File: config.mk
export PLATFORM = sky130hd
export DESIGN_NAME = light_safety_monitor
export DESIGN_NICKNAME = d
export VERILOG_FILES = /design/src/rtl/light_safety_monitor.sv
export SDC_FILE = /design/constraint.sdc
export NUM_CORES = 1
export LEC_CHECK = 0
export CAP_MARGIN = 0
export CORE_ASPECT_RATIO = 0.8
export CORE_MARGIN = 8
export CORE_UTILIZATION = 35
export DETAILED_ROUTE_END_ITERATION = 10
export SETUP_SLACK_MARGIN = 0.5
export SKIP_CTS_REPAIR_TIMING = 1
export SYNTH_ARGS = -nofsm -noshare
export SYNTH_HDL_FRONTEND = slang
export SYNTH_SLANG_ARGS = --single-unit
File: constraint.sdc
create_clock -name clk -period 2.4 [get_ports clk]
set_input_delay 0.36 -clock clk [delete_from_list [all_inputs] [get_ports clk]]
set_output_delay 0.36 -clock clk [all_outputs]
set_load 0.03 [all_outputs]
File: src/rtl/light_safety_monitor.sv
// Registers the controller's lamp pattern to the drivers and checks it against the
// intersection safety rules. A violation latches a fault code and flashes red on both roads.
// Optional macro SAFETY_YELLOW_CHECK_EN adds the yellow-sequence checks (codes 5 and 6).
module light_safety_monitor #(
  parameter int FLASH_HALF = 16,
  parameter int MIN_YELLOW = 4,
  parameter int DARK_LIMIT = 2
) (
  input  logic       clk,
  input  logic       reset,
  input  logic       redMainIn,
  input  logic       yellowMainIn,
  input  logic       greenMainIn,
  input  logic       redSideIn,
  input  logic       yellowSideIn,
  input  logic       greenSideIn,
  input  logic       walkIn,
  input  logic       faultClear,
  output logic       redMain,
  output logic       yellowMain,
  output logic       greenMain,
  output logic       redSide,
  output logic       yellowSide,
  output logic       greenSide,
  output logic       walkLight,
  output logic       fault,
  output logic [2:0] faultCode
);

  localparam int DW = $clog2(DARK_LIMIT + 2);
  localparam int FW = (FLASH_HALF > 1) ? $clog2(FLASH_HALF) : 1;

  if (FLASH_HALF < 2 || MIN_YELLOW < 1 || DARK_LIMIT < 1) begin : gParamCheck
    $error("light_safety_monitor: FLASH_HALF >= 2, MIN_YELLOW >= 1, DARK_LIMIT >= 1 required");
  end

  typedef enum logic {PASS, FAULT} monState;

  monState       state, stateNext;
  logic [DW-1:0] darkCntMain, darkCntSide;
  logic [FW-1:0] flashCnt;
  logic          flashPhase, flashWrap;
  logic          darkMain, darkSide, goMain, goSide;
  logic [2:0]    staticCode, seqCode, passCode;
  logic          acceptIn, enterFault, leaveFault;

  assign darkMain  = !(redMainIn || yellowMainIn || greenMainIn);
  assign darkSide  = !(redSideIn || yellowSideIn || greenSideIn);
  assign goMain    = greenMainIn || yellowMainIn;
  assign goSide    = greenSideIn || yellowSideIn;
  assign flashWrap = (flashCnt == FW'(FLASH_HALF - 1));

  // NOTE: every signal written here gets a default first, so no path can infer a latch.
  always_comb begin
    staticCode = 3'd0;
    if (goMain && goSide)
      staticCode = 3'd1;
    else if (walkIn && (goMain || goSide))
      staticCode = 3'd2;
    else if ((redMainIn && yellowMainIn) || (redMainIn && greenMainIn) || (yellowMainIn && greenMainIn) ||
             (redSideIn && yellowSideIn) || (redSideIn && greenSideIn) || (yellowSideIn && greenSideIn))
      staticCode = 3'd3;
    else if ((darkMain && darkCntMain >= DW'(DARK_LIMIT)) || (darkSide && darkCntSide >= DW'(DARK_LIMIT)))
      staticCode = 3'd4;
  end

`ifdef SAFETY_YELLOW_CHECK_EN
  localparam int YW = $clog2(MIN_YELLOW + 1);

  logic          prevGreenMain, prevYellowMain, prevGreenSide, prevYellowSide;
  logic [YW-1:0] yellowCntMain, yellowCntSide;

  always_comb begin
    seqCode = 3'd0;
    if ((prevGreenMain && redMainIn) || (prevGreenSide && redSideIn))
      seqCode = 3'd5;
    else if ((prevYellowMain && redMainIn && yellowCntMain < YW'(MIN_YELLOW)) ||
             (prevYellowSide && redSideIn && yellowCntSide < YW'(MIN_YELLOW)))
      seqCode = 3'd6;
  end

  // Previous pattern and yellow run length only follow patterns that reached the lamps.
  always_ff @(posedge clk or negedge reset) begin
    if (!reset) begin
      prevGreenMain  <= 1'b0;
      prevYellowMain <= 1'b0;
      prevGreenSide  <= 1'b0;
      prevYellowSide <= 1'b0;
      yellowCntMain  <= '0;
      yellowCntSide  <= '0;
    end else if (acceptIn || leaveFault) begin
      prevGreenMain  <= greenMainIn;
      prevYellowMain <= yellowMainIn;
      prevGreenSide  <= greenSideIn;
      prevYellowSide <= yellowSideIn;
      if (leaveFault) begin
        yellowCntMain <= '0;
        yellowCntSide <= '0;
      end else begin
        yellowCntMain <= !yellowMainIn ? '0 :
                         (yellowCntMain == YW'(MIN_YELLOW)) ? yellowCntMain : yellowCntMain + 1'b1;
        yellowCntSide <= !yellowSideIn ? '0 :
                         (yellowCntSide == YW'(MIN_YELLOW)) ? yellowCntSide : yellowCntSide + 1'b1;
      end
    end
  end
`else
  assign seqCode = 3'd0;
`endif

  assign passCode = (staticCode != 3'd0) ? staticCode : seqCode;

  always_comb begin
    stateNext  = state;
    acceptIn   = 1'b0;
    enterFault = 1'b0;
    leaveFault = 1'b0;
    case (state)
      PASS: begin
        if (passCode != 3'd0) begin
          stateNext  = FAULT;
          enterFault = 1'b1;
        end else begin
          acceptIn = 1'b1;
        end
      end
      FAULT: begin
        if (faultClear && staticCode == 3'd0) begin
          stateNext  = PASS;
          leaveFault = 1'b1;
        end
      end
      default: stateNext = PASS;
    endcase
  end

  // NOTE: sequential state uses non-blocking assignments so every register samples pre-edge values.
  always_ff @(posedge clk or negedge reset) begin
    if (!reset) state <= PASS;
    else        state <= stateNext;
  end

  always_ff @(posedge clk or negedge reset) begin
    if (!reset) begin
      darkCntMain <= '0;
      darkCntSide <= '0;
    end else if (leaveFault) begin
      darkCntMain <= '0;
      darkCntSide <= '0;
    end else begin
      darkCntMain <= !darkMain ? '0 :
                     (darkCntMain == DW'(DARK_LIMIT + 1)) ? darkCntMain : darkCntMain + 1'b1;
      darkCntSide <= !darkSide ? '0 :
                     (darkCntSide == DW'(DARK_LIMIT + 1)) ? darkCntSide : darkCntSide + 1'b1;
    end
  end

  // NOTE: every register here has an explicit reset value; the lamps must come up red/red.
  always_ff @(posedge clk or negedge reset) begin
    if (!reset) begin
      {redMain, yellowMain, greenMain} <= 3'b100;
      {redSide, yellowSide, greenSide} <= 3'b100;
      walkLight  <= 1'b0;
      fault      <= 1'b0;
      faultCode  <= 3'd0;
      flashCnt   <= '0;
      flashPhase <= 1'b1;
    end else if (acceptIn || leaveFault) begin
      {redMain, yellowMain, greenMain} <= {redMainIn, yellowMainIn, greenMainIn};
      {redSide, yellowSide, greenSide} <= {redSideIn, yellowSideIn, greenSideIn};
      walkLight  <= walkIn;
      fault      <= 1'b0;
      faultCode  <= 3'd0;
      flashCnt   <= '0;
      flashPhase <= 1'b1;
    end else if (enterFault) begin
      {redMain, yellowMain, greenMain} <= 3'b100;
      {redSide, yellowSide, greenSide} <= 3'b100;
      walkLight  <= 1'b0;
      fault      <= 1'b1;
      faultCode  <= passCode;
      flashCnt   <= '0;
      flashPhase <= 1'b1;
    end else if (state == FAULT) begin
      // Lamps track the phase value being written this edge so the flash has no extra lag.
      flashCnt   <= flashWrap ? '0 : flashCnt + 1'b1;
      flashPhase <= flashPhase ^ flashWrap;
      {redMain, yellowMain, greenMain} <= {flashPhase ^ flashWrap, 2'b00};
      {redSide, yellowSide, greenSide} <= {flashPhase ^ flashWrap, 2'b00};
      walkLight  <= 1'b0;
    end
  end

endmodule

==> results of run 1 <==
==> routing by layer <==
metal | routed length, µm | vias up
met5 | 0 | -
met4 | 10 | 0
met3 | 87 | 2
met2 | 1040 | 10
met1 | 1020 | 399
li1 | - | 388
==> stage by stage <==
step / cells / instance area (µm²)
2_1_floorplan: 91 / 1000
3_3_place_gp: 152 / 1280
3_5_place_dp: 152 / 1280
4_1_cts: 156 / 1310
5_1_grt: 158 / 1380
6_report: 158 / 1380
==> worst max path at each step <==
stage           startpoint             end  slack, ns  cells past startpoint
2_1_floorplan  greenMainIn     flashCnt[1]       0.72                      4
3_3_place_gp   greenMainIn     flashCnt[1]       0.16                      5
3_5_place_dp   greenMainIn  darkCntSide[0]       0.10                      6
4_1_cts        greenMainIn  darkCntSide[0]       0.43                      6
5_1_grt          redSideIn  darkCntSide[1]       0.50                      6
6_report       greenMainIn     flashCnt[1]       0.58                      5
==> worst max-delay path: cells and delay by family <==
kind            cells  cell delay, ns
compound gates      1            0.33
simple gates        3            0.83
buf+inv             1            0.50
==> cell type report <==
| class | instances | area (µm²) |
|---|---|---|
| clock buffers | 3 | 22.5 |
| clock inverters | 1 | 5.00 |
| well taps | 38 | 47.5 |
| repair buffers | 26 | 258 |
| inverters | 7 | 26.3 |
| fillers | 250 | 1360 |
| multi-input cells | 62 | 492 |
| flip-flops and latches | 21 | 529 |
==> sequential cells by signal (all words and copies together) (netlist names) <==
signal / cells
darkCntMain: 2
darkCntSide: 2
fault: 1
faultCode: 3
flashCnt: 4
flashPhase: 1
greenMain: 1
greenSide: 1
redMain: 1
redSide: 1
state: 1
walkLight: 1
yellowMain: 1
yellowSide: 1
==> power groups by stage <==
stage | Combinational (mW) | Clock (mW) | Sequential (mW)
2_1_floorplan | 0.158 | 0 | 0.582
5_1_grt | 0.416 | 0.188 | 0.517
6_report | 0.376 | 0.163 | 0.505
4_1_cts | 0.372 | 0.173 | 0.506
3_5_place_dp | 0.371 | 0 | 0.513
3_3_place_gp | 0.368 | 0 | 0.509
==> cell families after synthesis <==
| family | synth area share (%) |
|---|---|
| and+or+nand+nor | 18.1 |
| DFF | 52.7 |
| AOI/OAI and AO/OA | 16.6 |
| buffers and inverters | 2.99 |
| adders and majority gates | 6.23 |
| xor gates and xnor gates | 3.49 |
==> cell usage in the layout (no fill, tap or decap), types with 2 or more instances in the layout <==
cell type,instances
and2_1,4
xor2_1,3
dlymetal6s2s_1,5
o21ai_1,2
dfrtp_1,18
a32oi_1,2
or3_4,3
nor3_1,2
nor2_1,5
dfstp_2,3
buf_4,6
nand3_1,4
a21oi_1,4
a211oi_1,4
inv_1,7
nand2_1,7
clkbuf_4,3
o22ai_1,4
ha_1,5
clkdlybuf4s50_1,15
==> summary.md, run 1 <==
| Metric | Value |
|---|---|
| Finish-stage setup viols | `0` |
| CP Launch Type | `primary input` |
| Die Width | `between 70 and 80 µm` |
| Antenna Nets Post-Route | `0` |
| Cell taking the most area after synthesis | `dfrtp_1` |
| Most frequent cell after synthesis | `dfrtp_1` |
| Top post-synthesis cells by count | `dfrtp_1, inv_1, nand2_1` |
| Post-Synthesis Net Count | `between 100 and 150` |
| CP max FO | `5` |
| F_max | `550 MHz` |
| Fin util | `between 50% and 60%` |
| DR pass1 iterations | `4` |
| Leak Pwr | `roughly 0.63 nW` |
| Main synth FF type | `dfrtp_1` |
| Reg-to-Reg End | `flashCnt[1]` |
| Endpoints failing hold | `0` |
| CTS root buffer | `clkbuf_4` |
| GRT Residual Overflow | `0` |
| Global-route wire length before repair | `around 3600 µm` |
| Global Route met3 Usage | `under 10%` |
| Area grow syn2layout | `37.4%` |
| Share of post-route cells with drive strength above 1 | `between 20% and 30%` |
| Comb power frac | `between 30% and 40%` |
| Peak VDD IR | `~0.32 mV` |
| Pre-CTS WS | `between 0.1 and 0.15 ns` |
| Clk buf depth | `2` |
| Max-cap violations | `0` |
| Initial core utilization | `between 30% and 40%` |
| Worst-skew pair later-pin latency | `approximately 0.30 ns` |
| Final wirelength | `2160 µm` |
| Vias in the first global route | `776` |
| Hold slack | `0.366 ns` |
| Clock-pin slew on the worst setup and hold paths | `0.12 ns` |
| Register share of total power | `between 40% and 50%` |
| Mapped cell area | `roughly 1000 µm²` |
| Share of the synthesized area in the top cell type | `between 40 and 50%` |
| Clk pwr share | `approximately 16%` |
| Syn_area_per_cell | `roughly 11 µm²` |
| Synthesized flop and latch total | `21` |
| Antenna diodes | `0` |
| Clk sinks | `21` |
| Crit path DAT | `slightly above 2 ns` |
| Outcome | `finished clean` |
| DRC viols | `0` |
| Share of the clock period used by the worst path | `75.8%` |
| Relative slew slack | `between 60 and 70%` |
| # nets final | `around 140` |
| Ys async rst share | `100%` |
| Port-buffer cells | `20` |
| Hpwl dp | `1690 µm` |
| Synth Instances | `91` |
| H-tree depth | `1` |
| GPL Wtd Cong | `0.777` |
| Syn. warnings | `0` |
| CP Capture Type | `flop` |
| Skew final | `between 0.009 and 0.01 ns` |
| CTS tree | `yes` |
| Total number of vias | `about 800` |
| Min Tclk post-route | `1.82 ns` |
| RSZ-0062 raised after global routing | `false` |
| Switching pwr | `~0.35 mW` |
| Initial DRC Count | `15` |
| Grt peak-use layer | `met2` |
| Yosys cell types | `30` |
| Gr usage total | `under 10%` |
| Total power | `1.05 mW` |
| Switching share of power | `around 34%` |
| Worst Max-Slew Pin Slew | `about 0.47 ns` |
| Grt met1 use | `between 10% and 20%` |
| Setup TNS | `0 ns` |
| WS Path Type | `primary input to flop` |
| Die ar. | `~4900 µm²` |
| Sequential area share after synthesis | `a little over half` |
| Die height | `between 60 and 70 µm` |
| Pins Over Slew Limit | `0` |
| M2 GR Usage | `around 14%` |
| Vias per cell | `slightly above 5` |
| Largest net degree at the start of global routing | `16` |
| Crit path largest cell delay | `~0.50 ns` |
| Routed wire length per instance | `between 10 and 15 µm` |
| Number of synthesized flops with an enable pin | `0` |
| CP Cell Sequence | `clkdlybuf4s50_1, o41ai_4, nand4_4, or3_4, and3_2` |
| P per Cell Area | `757 nW/µm²` |
| Internal | `0.695 mW` |
| Min-Delay Path Class | `primary input to asynchronous set/reset pin` |
| Top-Level Pins | `21` |
| Reg2Reg Depth | `6` |
| Std-Cell Core Area | `2740 µm²` |
| FF-to-FF setup slack | `approximately 0.68 ns` |
| Worst Setup Slack, final | `approximately 0.58 ns` |
| Slowest stage cell on the critical path | `clkdlybuf4s50_1` |
| Synth area leaders | `dfrtp_1, dfstp_2, ha_1, a211oi_1, inv_1` |
| Initial antenna violation count | `0` |
| Crit Reg-Reg Startpoint | `darkCntMain[0]` |
| Site Rows | `17` |
| Worst EP required | `roughly 2.6 ns` |
| CTS Buf Count | `3` |
Power figures use the tool's default switching activity.
==> run 2: changes to the inputs <==
==> constraint.sdc (replaced) <==
create_clock -name clk -period 1.5 [get_ports clk]
set_input_delay 0.225 -clock clk [delete_from_list [all_inputs] [get_ports clk]]
set_output_delay 0.225 -clock clk [all_outputs]
set_load 0.03 [all_outputs]
==> run 2 against run 1 <==
  * The flow now finishes with violations (negative setup slack)
  * Cell count rose by 10%
  * Register-to-register slack got worse by 0.73 ns
  * Global-route usage grew 0.93 points
  * Sequential power up 64%
  * Die area stayed put
  * Sequential share of layout area down 6.2 points
  * Largest power group unchanged
==> summary.md, run 2 (synthesized netlist as in run 1, its figures left out) <==
| Metric | Value |
|---|---|
| Outcome | `finished with violations` |
| Violated checks | `negative setup slack` |
| CTS Buf Count | `3` |
| Initial DRC Count | `23` |
| Skew final | `roughly 0.0044 ns` |
| Register share of total power | `between 40% and 50%` |
| Routed wire length per instance | `around 14 µm` |
| Site Rows | `17` |
| Max-cap violations | `0` |
| RSZ-0062 raised after global routing | `true` |
| Clock-pin slew on the worst setup and hold paths | `~0.12 ns` |
| CP Cell Sequence | `inv_1, ha_2, nor2_4, o22ai_4, buf_6, or3_4, a32oi_1` |
| Antenna diodes | `0` |
| Relative slew slack | `between 70% and 80%` |
| Crit path largest cell delay | `approximately 0.36 ns` |
| Clk sinks | `21` |
| Crit Reg-Reg Startpoint | `darkCntMain[0]` |
| Worst-skew pair later-pin latency | `0.30 ns` |
| Total number of vias | `around 850` |
| Cell Count Post-Placement | `between 150 and 200` |
| Leak Pwr | `0.796 nW` |
| Slowest stage cell on the critical path | `dfrtp_1` |
| CTS tree | `yes` |
| Port-buffer cells | `20` |
| Switching pwr | `around 0.63 mW` |
| Initial core utilization | `a little over a third` |
| GRT Residual Overflow | `0` |
| Share of post-route cells with drive strength above 1 | `a little over half` |
| Antenna Nets Post-Route | `0` |
| Top-Level Pins | `21` |
| Hpwl dp | `between 1500 and 2000 µm` |
| Worst Path Buf+Inv | `2` |
| Area grow syn2layout | `63.8%` |
| Comb power frac | `about two fifths` |
| Reg2Reg Depth | `7` |
| Die Width | `75.9 µm` |
| WS Path Type | `flop to flop` |
| CTS root buffer | `clkbuf_4` |
| CP top delay family | `simple AND/OR/NAND/NOR gates` |
| Top flop regs | `flashCnt: 4 flops, faultCode: 3 flops` |
| Worst EP required | `~1.7 ns` |
| Finish-stage setup viols | `5` |
| Std-Cell Core Area | `2740 µm²` |
| Crit path DAT | `between 1.5 and 2 ns` |
| Worst Setup Slack, final | `-0.0520 ns` |
| H-tree depth | `1` |
| Clk buf depth | `2` |
| Vias in the first global route | `roughly 900` |
| Switching share of power | `~34%` |
| Die ar. | `slightly below 5000 µm²` |
| Largest net degree at the start of global routing | `22` |
| Non-Filler Instances | `174` |
| # nets final | `~150` |
| Pins Over Slew Limit | `0` |
| Largest register FFs | `4` |
| FF-to-FF setup slack | `-0.05 ns` |
| Peak VDD IR | `between 0.9 and 1 mV` |
| CP max FO | `4` |
| Initial antenna violation count | `0` |
| DRC viols | `0` |
| Internal | `roughly 1.2 mW` |
| Largest Register | `flashCnt` |
| Share of the clock period used by the worst path | `103%` |
| CP Capture Type | `flop` |
| Worst Max-Slew Pin Slew | `0.326 ns` |
| Final wirelength | `~2400 µm` |
| F_max | `roughly 640 MHz` |
| Clk pwr share | `around 14%` |
| Reg-to-Reg End | `redSide` |
| DR pass1 iterations | `3` |
| GPL Wtd Cong | `~0.8` |
| Most frequent cells in the layout | `dfrtp_1, buf_4, buf_6` |
| P per Cell Area | `1130 nW/µm²` |
| Gr usage total | `around 9.9%` |
| CP Launch Type | `flop` |
| Die height | `approximately 64 µm` |
| Vias per cell | `~5` |
| Min Tclk post-route | `approximately 1.6 ns` |
| Min-Delay Path Class | `primary input to asynchronous set/reset pin` |
| Endpoints failing hold | `0` |
| Global-route wire length before repair | `3950 µm` |
| Total power | `between 1.5 and 2 mW` |
[run 2: cell types whose count changed in the layout (fill, tap and decap cells not counted), sizes merged]
cell,previous run,this run
dlymetal6s2s,5,6
clkdlybuf4s50,15,3
buf,6,33
[run 2: cell type report]
class	count	area (µm²)
well taps	38	47.5
fillers	232	1100
clock inverters	1	5.00
multi-input cells	62	597
clock buffers	3	22.5
inverters	7	26.3
repair buffers	42	418
flip-flops and latches	21	529
[run 2: worst max-delay path by stage]
stage | startpoint | to | slack (ns) | depth (start not counted)
5_1_grt | darkCntMain[0] | redSide | -0.12 | 7
3_3_place_gp | yellowMainIn | redMain | -0.51 | 5
3_5_place_dp | yellowMainIn | redMain | -0.58 | 5
6_report | darkCntMain[0] | redSide | -0.05 | 7
2_1_floorplan | darkCntSide[1] | redMain | 0.01 | 5
4_1_cts | yellowMainIn | redMain | -0.26 | 5
[run 2: routing by layer]
layer	up-vias	share of wire (%)	wire length, µm	track usage (%)
met5	-	0	0	0
met4	0	0.45	11	1.46
met3	2	5.1	126	4.33
met2	12	52	1270	17.2
met1	418	42	1040	11.1
li1	416	-	-	-
[run 2: power groups by stage]
stage / combinational, mW / sequential [mW] / clock (mW)
floorplan: 0.287 / 0.931 / 0
global route: 0.831 / 0.845 / 0.304
CTS: 0.652 / 0.810 / 0.287
global placement: 0.641 / 0.812 / 0
finish: 0.766 / 0.829 / 0.269
detailed placement: 0.648 / 0.821 / 0
[run 2: stage by stage]
step                      util [%]  setup WS (ns)  setup TNS, ns  area [µm²]  hold WS (ns)
after global routing          60.0         -0.120          -1.01        1650         0.265
after global placement        51.8         -0.508          -9.58        1420         0.481
final                         60.0        -0.0520         -0.188        1650         0.250
after detailed placement      51.8         -0.584         -10.26        1420         0.493
after floorplan                  -         0.0126              0        1040       -0.0706
after CTS                     52.8         -0.263          -4.55        1450         0.251
==> run 3: changes to the inputs <==
--- a/config.mk
+++ b/config.mk
@@ -8,8 +8,10 @@
 export CAP_MARGIN = 0
 export CORE_ASPECT_RATIO = 0.8
 export CORE_MARGIN = 8
-export CORE_UTILIZATION = 35
+export CORE_UTILIZATION = 44
 export DETAILED_ROUTE_END_ITERATION = 10
+export MAX_ROUTING_LAYER = met4
+export PLACE_DENSITY = 0.73
 export SETUP_SLACK_MARGIN = 0.5
 export SKIP_CTS_REPAIR_TIMING = 1
 export SYNTH_ARGS = -nofsm -noshare
==> run 3 against run 2 <==
  * The flow now finishes without violations
  * Total power increased by 0.63%
  * Setup slack improved by 0.10 ns
  * Cell area decreased by 2.9%
  * Hold slack got worse by 0.0097 ns
  * Sequential power down 0.8%
  * Highest routed layer unchanged
==> summary.md, run 3 (synthesized netlist as in run 1, its figures left out) <==
| Metric | Value |
|---|---|
| GRT Residual Overflow | `0` |
| Total power | `~1.9 mW` |
| Pre-CTS WS | `-0.639 ns` |
| Final wirelength | `2580 µm` |
| Min-Delay Path Class | `primary input to asynchronous set/reset pin` |
| Finish-stage setup viols | `0` |
| Cell Count Post-Placement | `between 150 and 200` |
| Outcome | `finished clean` |
| Endpoints failing hold | `0` |
| # nets final | `152` |
| Crit Reg-Reg Startpoint | `darkCntSide[0]` |
| Leak Pwr | `approximately 0.77 nW` |
| Largest net degree at the start of global routing | `22` |
| CP max FO | `6` |
| CTS root buffer | `clkbuf_4` |
| Die Width | `approximately 69 µm` |
| Max-cap violations | `0` |
| Worst-skew pair later-pin latency | `between 0.3 and 0.4 ns` |
| Non-Filler Instances | `roughly 160` |
| Total number of vias | `roughly 850` |
| Crit path DAT | `about 1.7 ns` |
| Vias in the first global route | `between 800 and 900` |
| Std-Cell Core Area | `roughly 2200 µm²` |
| Die height | `slightly below 60 µm` |
| Peak VDD IR | `about 1.1 mV` |
| Worst Max-Slew Pin Slew | `0.353 ns` |
| Routed wire length per instance | `roughly 16 µm` |
| P per Cell Area | `1170 nW/µm²` |
| Vias per cell | `between 5 and 6` |
| CTS tree | `yes` |
| Clk sinks | `21` |
| CP Capture Type | `flop` |
| Share of post-route cells with drive strength above 1 | `around 52%` |
| Most common cell after layout, fill and taps aside | `buf_4` |
| Top flop regs | `flashCnt: 4 flops, faultCode: 3 flops` |
| Gr usage total | `12.1%` |
| Skew final | `roughly 0.0036 ns` |
| GPL Wtd Cong | `around 0.72` |
| RSZ-0062 raised after global routing | `true` |
| Die ar. | `slightly above 4000 µm²` |
| H-tree depth | `1` |
| Site Rows | `15` |
| Antenna Nets Post-Route | `0` |
| DR pass1 iterations | `2` |
| DRC viols | `0` |
| Beginning of the critical path | `darkCntSide[0]` |
| Fill count | `roughly 160` |
| Min Tclk post-route | `1.45 ns` |
| Hpwl dp | `about 1800 µm` |
| Share of the clock period used by the worst path | `between 90% and 100%` |
| Clock-pin slew on the worst setup and hold paths | `~0.12 ns` |
| Relative slew slack | `between 70% and 80%` |
| Top-Level Pins | `21` |
| WS Path Type | `flop to flop` |
| Initial DRC Count | `23` |
| Most frequent cells in the layout | `buf_4, dfrtp_1, buf_6` |
| CTS Buf Count | `3` |
| Largest Register | `flashCnt` |
| Area grow syn2layout | `59.0%` |
| Initial core utilization | `around 47%` |
| Port-buffer cells | `20` |
| Antenna diodes | `0` |
| Worst Setup Slack, final | `just under 0.05 ns` |
| F_max | `roughly 690 MHz` |
| Global-route wire length before repair | `slightly below 4000 µm` |
| Pins Over Slew Limit | `0` |
| Worst EP required | `roughly 1.7 ns` |
| CP Launch Type | `flop` |
| Largest register FFs | `4` |
| Initial antenna violation count | `0` |
| Clk buf depth | `2` |
## run 3: path summary, 6_finish.rpt
| check | endpoint | slack, ns | depth (start not counted) |
|---|---|---|---|
| max | flashCnt[0] | 0.05 | 7 |
| max reg2reg | flashCnt[0] | 0.05 | 7 |
| min in group clk | greenSide | 0.25 | 2 |
| min reg2reg | flashCnt[0] | 0.54 | 1 |
| min | yellowSide | 0.24 | 2 |
| max in group asynchronous | redSide | 0.99 | 2 |
## run 3: routing by layer
layer  wire length [µm]  share of wire [%]  track usage [%]  vias to the layer above
met5                  0                  0                -                        -
met4                 17               0.66             1.75                        0
met3                111                4.3             4.53                        2
met2               1390                 54             20.9                        9
met1               1070                 41             13.6                      425
li1                   -                  -                -                      418
## run 3: through the flow
step	hold slack (ns)	TNS (ns)	cell area [µm²]	utilization [%]
finish	0.240	0	1600	74.0
CTS	0.255	-5.02	1430	66.0
floorplan	-0.0706	0	1040	-
detailed placement	0.490	-10.72	1400	64.8
global route	0.245	-0.0346	1600	74.0
global placement	0.478	-9.46	1400	64.8
## run 3: power by group
group / internal, mW / switching, mW
logic: 0.409 / 0.369
registers: 0.725 / 0.0965
clock network: 0.0999 / 0.176
total: 1.23 / 0.642
## run 3: cell type report
cell class	instances	area (µm²)	area share (%)
Multi-Input combinational cell	62	589	36.9
Sequential cell	21	529	33.1
Timing Repair Buffer	42	394	24.7
Clock inverter	1	5.00	0.313
Inverter	7	26.3	1.64
Tap cell	25	31.3	1.96
Clock buffer	3	22.5	1.41
## run 3: critical path, cell delays in order, from the launching register on
cell and delay (ns):
dfrtp_1 0.40, inv_1 0.07, ha_2 0.19, nor2_4 0.04, o22ai_4 0.22, nor3_4 0.07
buf_6 0.14, nor4b_2 0.23
